[src/rtl/stream_mux2to1_rr_if.sv]
// Bundle of the two producer streams and the merged, source-tagged consumer stream.
// master = environment (producers + consumer), slave = the merging mux.
interface stream_mux2to1_rr_if #(
  parameter int WIDTH = 8
);
  logic             in0_valid;
  logic [WIDTH-1:0] in0_data;
  logic             in0_ready;
  logic             in1_valid;
  logic [WIDTH-1:0] in1_data;
  logic             in1_ready;
  logic             out_valid;
  logic [WIDTH-1:0] out_data;
  logic             out_sel;
  logic             out_ready;

  modport master (
    output in0_valid, in0_data, input in0_ready,
    output in1_valid, in1_data, input in1_ready,
    input  out_valid, out_data, out_sel, output out_ready
  );

  modport slave (
    input  in0_valid, in0_data, output in0_ready,
    input  in1_valid, in1_data, output in1_ready,
    output out_valid, out_data, out_sel, input out_ready
  );
endinterface

[src/rtl/stream_mux2to1_rr.sv]
// Round-robin 2:1 valid/ready merge into one registered stage; each word is
// tagged with its source index so a downstream demux can split it again.
module stream_mux2to1_rr #(
  parameter int WIDTH = 8
) (
  input logic                clk,
  input logic                rst_n,
  stream_mux2to1_rr_if.slave bus
);
  logic [1:0]            req;
  logic [1:0][WIDTH-1:0] in_data;
  logic [1:0]            rdy;
  logic                  load_en;
  logic                  grant_vld;
  logic                  grant;
  logic                  xfer;
  logic                  last_grant;
  logic                  out_valid_q;
  logic [WIDTH-1:0]      out_data_q;
  logic                  out_sel_q;

  assign req     = {bus.in1_valid, bus.in0_valid};
  assign in_data = {bus.in1_data, bus.in0_data};

  // Empty, or draining this cycle: refill in the same cycle for full rate.
  assign load_en = !out_valid_q || bus.out_ready;

  always_comb begin
    grant_vld = |req;
    grant     = (&req) ? ~last_grant : req[1];
  end

  // Ready only to the granted requester, so readies are mutually exclusive.
  assign rdy[0] = rst_n && load_en && grant_vld && !grant;
  assign rdy[1] = rst_n && load_en && grant_vld &&  grant;
  assign xfer   = grant_vld && load_en;

  assign bus.in0_ready = rdy[0];
  assign bus.in1_ready = rdy[1];

  always_ff @(posedge clk or negedge rst_n) begin
    if (!rst_n) begin
      out_valid_q <= 1'b0;
      out_data_q  <= '0;
      out_sel_q   <= 1'b0;
      last_grant  <= 1'b1;
    end else if (xfer) begin
      out_valid_q <= 1'b1;
      out_data_q  <= in_data[grant];
      out_sel_q   <= grant;
      last_grant  <= grant;
    end else if (bus.out_ready) begin
      out_valid_q <= 1'b0;
    end
  end

  assign bus.out_valid = out_valid_q;
  assign bus.out_data  = out_data_q;
  assign bus.out_sel   = out_sel_q;
endmodule
[src/flat_wrapper.sv]
// flat-port wrapper written by rule: the top's interface ports become plain ports
module stream_mux2to1_rr_flat 
#(
  parameter int WIDTH = 8
)
  (clk, rst_n, bus_in0_valid, bus_in0_data, bus_in0_ready, bus_in1_valid, bus_in1_data, bus_in1_ready, bus_out_valid, bus_out_data, bus_out_sel, bus_out_ready);
  stream_mux2to1_rr_if #(.WIDTH(WIDTH)) bus_i ();
  input logic clk;
  input logic rst_n;
  input wire logic [$bits(bus_i.in0_valid)-1:0] bus_in0_valid;
  input wire logic [$bits(bus_i.in0_data)-1:0] bus_in0_data;
  output wire logic [$bits(bus_i.in0_ready)-1:0] bus_in0_ready;
  input wire logic [$bits(bus_i.in1_valid)-1:0] bus_in1_valid;
  input wire logic [$bits(bus_i.in1_data)-1:0] bus_in1_data;
  output wire logic [$bits(bus_i.in1_ready)-1:0] bus_in1_ready;
  output wire logic [$bits(bus_i.out_valid)-1:0] bus_out_valid;
  output wire logic [$bits(bus_i.out_data)-1:0] bus_out_data;
  output wire logic [$bits(bus_i.out_sel)-1:0] bus_out_sel;
  input wire logic [$bits(bus_i.out_ready)-1:0] bus_out_ready;
  assign bus_i.in0_valid = bus_in0_valid;
  assign bus_i.in0_data = bus_in0_data;
  assign bus_in0_ready = bus_i.in0_ready;
  assign bus_i.in1_valid = bus_in1_valid;
  assign bus_i.in1_data = bus_in1_data;
  assign bus_in1_ready = bus_i.in1_ready;
  assign bus_out_valid = bus_i.out_valid;
  assign bus_out_data = bus_i.out_data;
  assign bus_out_sel = bus_i.out_sel;
  assign bus_i.out_ready = bus_out_ready;
  stream_mux2to1_rr #(.WIDTH(WIDTH)) u_core (.clk(clk), .rst_n(rst_n), .bus(bus_i));
endmodule
[config.mk]
export PLATFORM = sky130hd
export DESIGN_NAME = stream_mux2to1_rr_flat
export DESIGN_NICKNAME = d
export VERILOG_FILES = /design/src/rtl/stream_mux2to1_rr_if.sv /design/src/rtl/stream_mux2to1_rr.sv /design/src/flat_wrapper.sv
export SDC_FILE = /design/constraint.sdc
export NUM_CORES = 1
export LEC_CHECK = 0
export ABC_AREA = 1
export CAP_MARGIN = 10
export CORE_MARGIN = 2
export CORE_UTILIZATION = 30
export CTS_BUF_LIST = sky130_fd_sc_hd__clkbuf_2
export DETAILED_ROUTE_END_ITERATION = 6
export DONT_BUFFER_PORTS = 1
export GPL_TIMING_DRIVEN = 0
export SLEW_MARGIN = 20
export SYNTH_ARGS = -nofsm -noshare
export SYNTH_HDL_FRONTEND = slang
export SYNTH_SLANG_ARGS = --single-unit
[constraint.sdc]
create_clock -name clk -period 1.6 [get_ports clk]
set_clock_uncertainty 0.1 [all_clocks]
set_input_delay 0.32 -clock clk [delete_from_list [all_inputs] [get_ports clk]]
set_output_delay 0.32 -clock clk [all_outputs]
set_load 0.01 [all_outputs]
**Yosys cells after proc, flatten, opt, wreduce, memory -nomap -nowiden**

Cells that the tools add are included.

- Bits in latches: 0
- Logic and storage cells: 22
- ROM bits: 0
- Output and inout port bits: 12
- Memories: 0
- Register bits: 11
- Bits in writable memories: 0
- Input port bits: 21

- Bitwise gates (word level): 1
- $lt $le $gt $ge: 1
- Div/mod/pow operators: 0
- Add/sub/neg operators: 0
- Multipliers: 0
- Shifts and indexed selects: 0
- Equality and inequality tests: 0
- Mux-type cells: 5
- Reductions and logical operators: 11

Operators by type and width:

| operator | count |
|---|---|
| 8-bit two-way mux | 2 |
| 1-bit logical AND | 5 |
| 1-bit two-way mux | 3 |
| 1-bit logical NOT | 2 |
| 1-bit by 2-bit < comparator with 1-bit output, second input constant | 1 |
| 2-bit AND reduction | 1 |
| 2-bit nonzero test | 1 |
| 2-bit OR reduction | 1 |
| 1-bit logical OR | 1 |
| 1-bit inverter | 1 |

**Logic depth before layout (Yosys ltp)**

Gate-level depths: netlist of run 1.

- Word-level depth: 5
- Mapped depth: 6
- Depth with buffers taken out: 5

**Least setup slack after synthesis of run 1**

OpenSTA, ideal clock, no wires.

- Path type: reg2out
- Start: register u_core.last_grant
- End: output port bus_in0_ready
- Buffers on the path: 0
- Cell stages (with the launch flop): 5
- Arrival: 1.033 ns
- Data required time: 1.180 ns
- Slack: 0.147 ns
- Cells stage by stage: dfstp_2 -> nand2_2 -> nand2_2 -> inv_1 -> nor3_2

- Cells in the longest elaborated chain, start to end: 4

RTL lines:

| what | RTL line | text |
|---|---|---|
| from (decl) | stream_mux2to1_rr.sv:17 | `logic last_grant;` |
| from (signal assigned) | stream_mux2to1_rr.sv:51 | `last_grant <= grant;` |
| 1-bit inverter | stream_mux2to1_rr.sv:30 | `grant = (&req) ? ~last_grant : req[1];` |
| 1-bit two-way mux | stream_mux2to1_rr.sv:30 |  |
| 1-bit logical NOT | stream_mux2to1_rr.sv:34 | `assign rdy[0] = rst_n && load_en && grant_vld && !grant;` |
| 1-bit logical AND | stream_mux2to1_rr.sv:34 |  |
| to (decl) | flat_wrapper.sv:12 | `output wire logic [$bits(bus_i.in0_ready)-1:0] bus_in0_ready;` |

No other way between the ends.

**Final worst setup path of run 1**

Same ends and word-level chain as after synthesis.

==> out/summary.txt, run 1 <==
CTS clk-pin slew, worst paths - 110 ps
Remaining DRCs - 0
Max-slew headroom - 0.667
Final setup fails - 0
Tcrit/Tclk final - 0.981
Register area share after synthesis - 0.453
Fmax - 637 MHz
Cell taking the most area after synthesis - dfrtp_1
Switching pwr - 223 uW
RePlAce Congestion - 0.755
Die Ht - 49.1 um
CP endpoint kind - output pin
Internal power - 445 uW
Clock sinks - 11
TritonCTS clock tree - built
VDD IR max - 428 uV
Max_cap viols - 0
Comb pwr share - 0.212
Worst Path Max Fanout - 2
Outcome - complete, no violations
Clock buffer depth - 2
Clk pwr share - 0.234
FF+latch area - 277 um2
Unrepaired setup endpoints after global routing - true
Via density - 4.47
Routed wire length per instance - 11.6 um
Hold Path Class - primary input to flop
#FFs+latches synth - 11
Mapped cell area - 611 um2
Synth top area share - 0.410
Worst slew pin tran - 498 ps
Min-delay src - bus_in0_valid
Core area - 1940 um2
Number of global-route vias before repair - 564
CP startpoint - u_core.last_grant
Global Route Usage Sum - 0.133
H-tree level count - 1
Detail Placement HPWL - 1.04 mm
Largest net degree at the start of global routing - 12
P&R area growth vs syn - 20.7%
# fillers - 227
Clk root buf - clkbuf_2
Post-Route Setup TNS - 0 ps
Req. time, crit path - 1180 ps
PwrDens - 906 nW/um2
WP data arrival - 1150 ps
Minimum clock period - 1570 ps
Total grt overflow - 0
Final hold vios - 0
Cells after synthesis - 88
Slew Viols, Final - 0
Fin nets - 118
YS warnings - 0
Clk_lat worst skew - 250 ps
Critical path type - flop to output pin
DIE AREA - 2410 um2
Syn Nets - 109
Share of cells above drive strength 1 - 0.198
Pre-antenna DRT Iters - 3
Initial Utilization - 0.314
First-pass GRT wire length - 2.45 mm
Leak Pwr - 0.000435 uW
Routed Antenna Nets - 0
Synth top area cells - dfrtp_1 41%, nand2_1 19%, nand3_1 13%, inv_1 12%, dfstp_2 4.3%
Sw Share - 0.334
Die width - 49.1 um
Most common cell after layout, fill and taps aside - nand2_1
WL final - 1.43 mm
Antenna cell count - 0
Port-buffer cells - 0
Critical path startpoint category - flop
Via count - 550
CTS Buf Count - 3
I/O pin count - 33
Rows - 16
Commonest cells after routing, fill and taps aside - 29 x nand2_1, 19 x inv_1, 16 x nand3_1
Sequential power share - 0.554
Reg2reg start - u_core.last_grant
Hold WS - 110 ps
Initial antenna violation count - 0
Library cells used by synthesis - 12
DRT iter0 DRCs - 8
Syn Area/Cell - 6.94 um2
Area of the multi-input gates - 282 um2
==> path summary, 6_finish.rpt <==
path	end	slack [ps]	depth (start not counted)
setup / recovery	bus_in0_ready	30	4
hold / removal	u_core.bus.out_valid	110	2
setup reg to reg	u_core.bus.out_data[1]	340	6
hold reg to reg	u_core.last_grant	400	2
max in group asynchronous	u_core.last_grant	680	1
min in group asynchronous	u_core.bus.out_valid	360	1
==> power by group through the flow <==
stage	clock, uW	sequential, uW	combinational (uW)
detailed placement	0	375	112
global route	180	377	164
floorplan	0	366	92.4
global placement	0	376	108
finish	156	370	142
CTS	163	373	141
==> cells by family (layout without fill, tap and decap cells) <==
| logic type | Yosys count | count (layout) | share of synthesized area |
|---|---|---|---|
| buffers and inverters | 22 | 30 | 0.143 |
| AOI/OAI and AO/OA | 1 | 1 | 0.00819 |
| DFF | 11 | 11 | 0.453 |
| and+or+nand+nor | 54 | 54 | 0.395 |
==> critical path: stages, from the launching register on <==
cell and delay, ps:
dfstp_2 580, nand2_4 70, nand2_4 70, inv_4 40, nor3_4 140
==> final cells by class <==
type,instances,share of cell area
Buffer,1,0.0102
Clock buffer,4,0.0272
Inverter,20,0.105
Multi-Input combinational cell,55,0.382
Sequential cell,11,0.375
Tap cell,27,0.0458
Timing Repair Buffer,5,0.0543
==> layer usage <==
metal	track usage	part of all wire
met1	0.161	0.43
met2	0.212	0.50
met3	0.0491	0.068
met4	0.0571	0.0035
met5	0	0
==> cell usage after synthesis <==
master   count
nor2_1       3
o21ai_0      1
dfrtp_1     10
buf_2        1
nand2_1     31
nand2_2      2
inv_1       20
nor3_2       1
buf_4        1
dfstp_2      1
nand3_1     16
nor2_4       1
==> sequential cells by signal (all words and copies together), names as in the netlist <==
register and count:
u_core.bus.out_valid 1, u_core.last_grant 1, u_core.bus.out_data 8, u_core.bus.out_sel 1
==> repair_timing <==
| item | 4_1_cts | 5_1_grt |
|---|---|---|
| hold buffers | 1 | 0 |
| hold endpoints to repair | 11 | 0 |
| setup buffers | 3 | 1 |
| pin swaps | 3 | 3 |
| gates resized for setup | 8 | 4 |
| endpoints found under the setup margin | 2 | 2 |
==> metrics by stage <==
step | total power [uW] | util | cell area, um2 | setup slack, ps | std cells
2_1_floorplan | 459 | - | 611 | 147 | 88
3_3_place_gp | 483 | 0.332 | 644 | 35.5 | 115
3_5_place_dp | 488 | 0.332 | 644 | 16.6 | 115
4_1_cts | 677 | 0.372 | 723 | -58.9 | 123
5_1_grt | 722 | 0.380 | 737 | -33.8 | 123
6_report | 668 | 0.380 | 737 | 29.9 | 123
Power figures use the tool's default switching activity.
==> inputs of run 2 (changes only) <==
--- a/config.mk
+++ b/config.mk
@@ -7,12 +7,15 @@
 export LEC_CHECK = 0
 export ABC_AREA = 1
 export CAP_MARGIN = 10
+export CELL_PAD_IN_SITES_DETAIL_PLACEMENT = 1
+export CELL_PAD_IN_SITES_GLOBAL_PLACEMENT = 1
 export CORE_MARGIN = 2
 export CORE_UTILIZATION = 30
 export CTS_BUF_LIST = sky130_fd_sc_hd__clkbuf_2
 export DETAILED_ROUTE_END_ITERATION = 6
 export DONT_BUFFER_PORTS = 1
 export GPL_TIMING_DRIVEN = 0
+export PLACE_DENSITY_LB_ADDON = 0.1
 export SLEW_MARGIN = 20
 export SYNTH_ARGS = -nofsm -noshare
 export SYNTH_HDL_FRONTEND = slang
==> run 2 against run 1 <==
  * The flow now finishes with violations (negative setup slack)
  * Sequential share of layout area is 0.56 points lower
  * Sequential cell count unchanged
  * Final cell count up 1.6%
  * Final area grew 1.5%
  * Count of clock-buffer cells in the layout unchanged
  * Via count increased by 3.5%
  * Worst hold slack worse by 8.2 ps
  * Critical endpoint unchanged
  * Highest routed layer unchanged
==> out/summary.txt, run 2 (synthesized netlist as in run 1, its figures left out) <==
Remaining DRCs - 0
Die width - 49.1 um
I/O pin count - 33
Routed wire length per instance - 13.0 um
PwrDens - 922 nW/um2
WL final - 1.63 mm
Critical path type - flop to output pin
Worst Path Max Fanout - 2
Reg2reg start - u_core.last_grant
CTS clk-pin slew, worst paths - 130 ps
Clock buffer depth - 2
Reg-to-reg slack, setup - 340 ps
Unrepaired setup endpoints after global routing - true
VDD IR max - 381 uV
DIE AREA - 2410 um2
Global Route Usage Sum - 0.152
Worst reg2reg path depth - 6
P&R area growth vs syn - 22.5%
Switching pwr - 241 uW
Hold path cells - 2
FF+latch area - 277 um2
WP data arrival - 1220 ps
Die Ht - 49.1 um
TritonCTS clock tree - built
Final hold vios - 0
Tcrit/Tclk final - 1.03
Fmax - 609 MHz
Share of cells above drive strength 1 - 0.214
Req. time, crit path - 1180 ps
Final setup fails - 1
Sw Share - 0.349
Comb pwr share - 0.219
CP endpoint kind - output pin
Worst Hold Path EP - u_core.bus.out_valid
Worst Slack Setup Final - -41.3 ps
H-tree level count - 1
Max-slew headroom - 0.637
Max_cap viols - 0
Via density - 4.55
Minimum clock period - 1640 ps
Post-Route Setup TNS - -41.3 ps
Clk_lat worst skew - 270 ps
Crit Reg-Reg Endpoint - u_core.bus.out_data[4]
Failing checks - negative setup slack
Largest net degree at the start of global routing - 12
Final non-filler cell total - 125
Max reg flops - 8
Area of the multi-input gates - 274 um2
Worst slew pin tran - 543 ps
Core area - 1940 um2
DRT iter0 DRCs - 3
Via count - 569
Clk root buf - clkbuf_2
Hold Path Class - primary input to flop
Number of global-route vias before repair - 565
# fillers - 258
Slew Viols, Final - 0
Design Power - 690 uW
Most common cell after layout, fill and taps aside - nand2_1
Final Core Density - 0.385
Clk pwr share - 0.247
Fin nets - 120
Total grt overflow - 0
Initial antenna violation count - 0
Placed Instances - 115
Commonest cells after routing, fill and taps aside - 29 x nand2_1, 19 x inv_1, 16 x nand3_1
RePlAce Congestion - 0.677
First-pass GRT wire length - 2.68 mm
Internal power - 449 uW
Antenna cell count - 0
Min-delay src - bus_in0_valid
Critical path startpoint category - flop
Pre-antenna DRT Iters - 2
Hold WS - 102 ps
Initial Utilization - 0.314
Routed Antenna Nets - 0
Outcome - finished with violations
Sequential power share - 0.534
CTS Buf Count - 3
Leak Pwr - 0.000444 uW
Port-buffer cells - 0
Clock sinks - 11
Rows - 16
==> run 2: how the worst max path moves through the flow <==
stage | from | cells past startpoint | slack, ps | to
6_report | u_core.last_grant | 4 | -40 | bus_in0_ready
5_1_grt | u_core.last_grant | 4 | -130 | bus_in0_ready
4_1_cts | u_core.bus.out_valid | 4 | -40 | bus_in0_ready
3_5_place_dp | u_core.last_grant | 4 | -8 | bus_in0_ready
3_3_place_gp | u_core.last_grant | 4 | -7 | bus_in0_ready
2_1_floorplan | u_core.last_grant | 4 | 150 | bus_in0_ready
==> run 2: layout make-up <==
cell class | count | area share
Buffer | 2 | 0.0251
Sequential cell | 11 | 0.370
Clock buffer | 4 | 0.0268
Timing Repair Buffer | 6 | 0.0635
Multi-Input combinational cell | 55 | 0.366
Tap cell | 27 | 0.0452
Inverter | 20 | 0.104
==> run 2: worst max-delay path, stage by stage, from the launching register on <==
cell and delay, ps:
dfstp_2 580, nand2_4 60, nand2_4 80, inv_4 40, nor3_4 190
==> run 2: what timing repair did <==
action,4_1_cts,5_1_grt
hold buffers,1,0
setup endpoints to repair,2,2
gates cloned,0,0
hold endpoints to repair,11,0
pin swaps,4,3
resized for setup,11,1
setup buffers,5,0
==> run 2: routing by layer <==
metal	vias to the layer above	share of wire	track usage
li1	282	-	-
met5	-	0	0
met4	0	0.018	0.0857
met3	4	0.048	0.0429
met1	264	0.43	0.177
met2	19	0.51	0.248
==> run 2: per-stage QoR <==
step / setup slack, ps / cell area (um2)
6_report: -41.3 / 748
3_3_place_gp: -6.88 / 644
3_5_place_dp: -8.04 / 644
4_1_cts: -37.4 / 746
5_1_grt: -129 / 748
2_1_floorplan: 147 / 611
==> run 2: power groups by stage <==
stage          Sequential [uW]  Clock (uW)  Combinational, uW
6_report                   369         170                151
5_1_grt                    374         199                175
4_1_cts                    370         179                154
3_5_place_dp               373           0                116
3_3_place_gp               373           0                114
2_1_floorplan              366           0               92.4
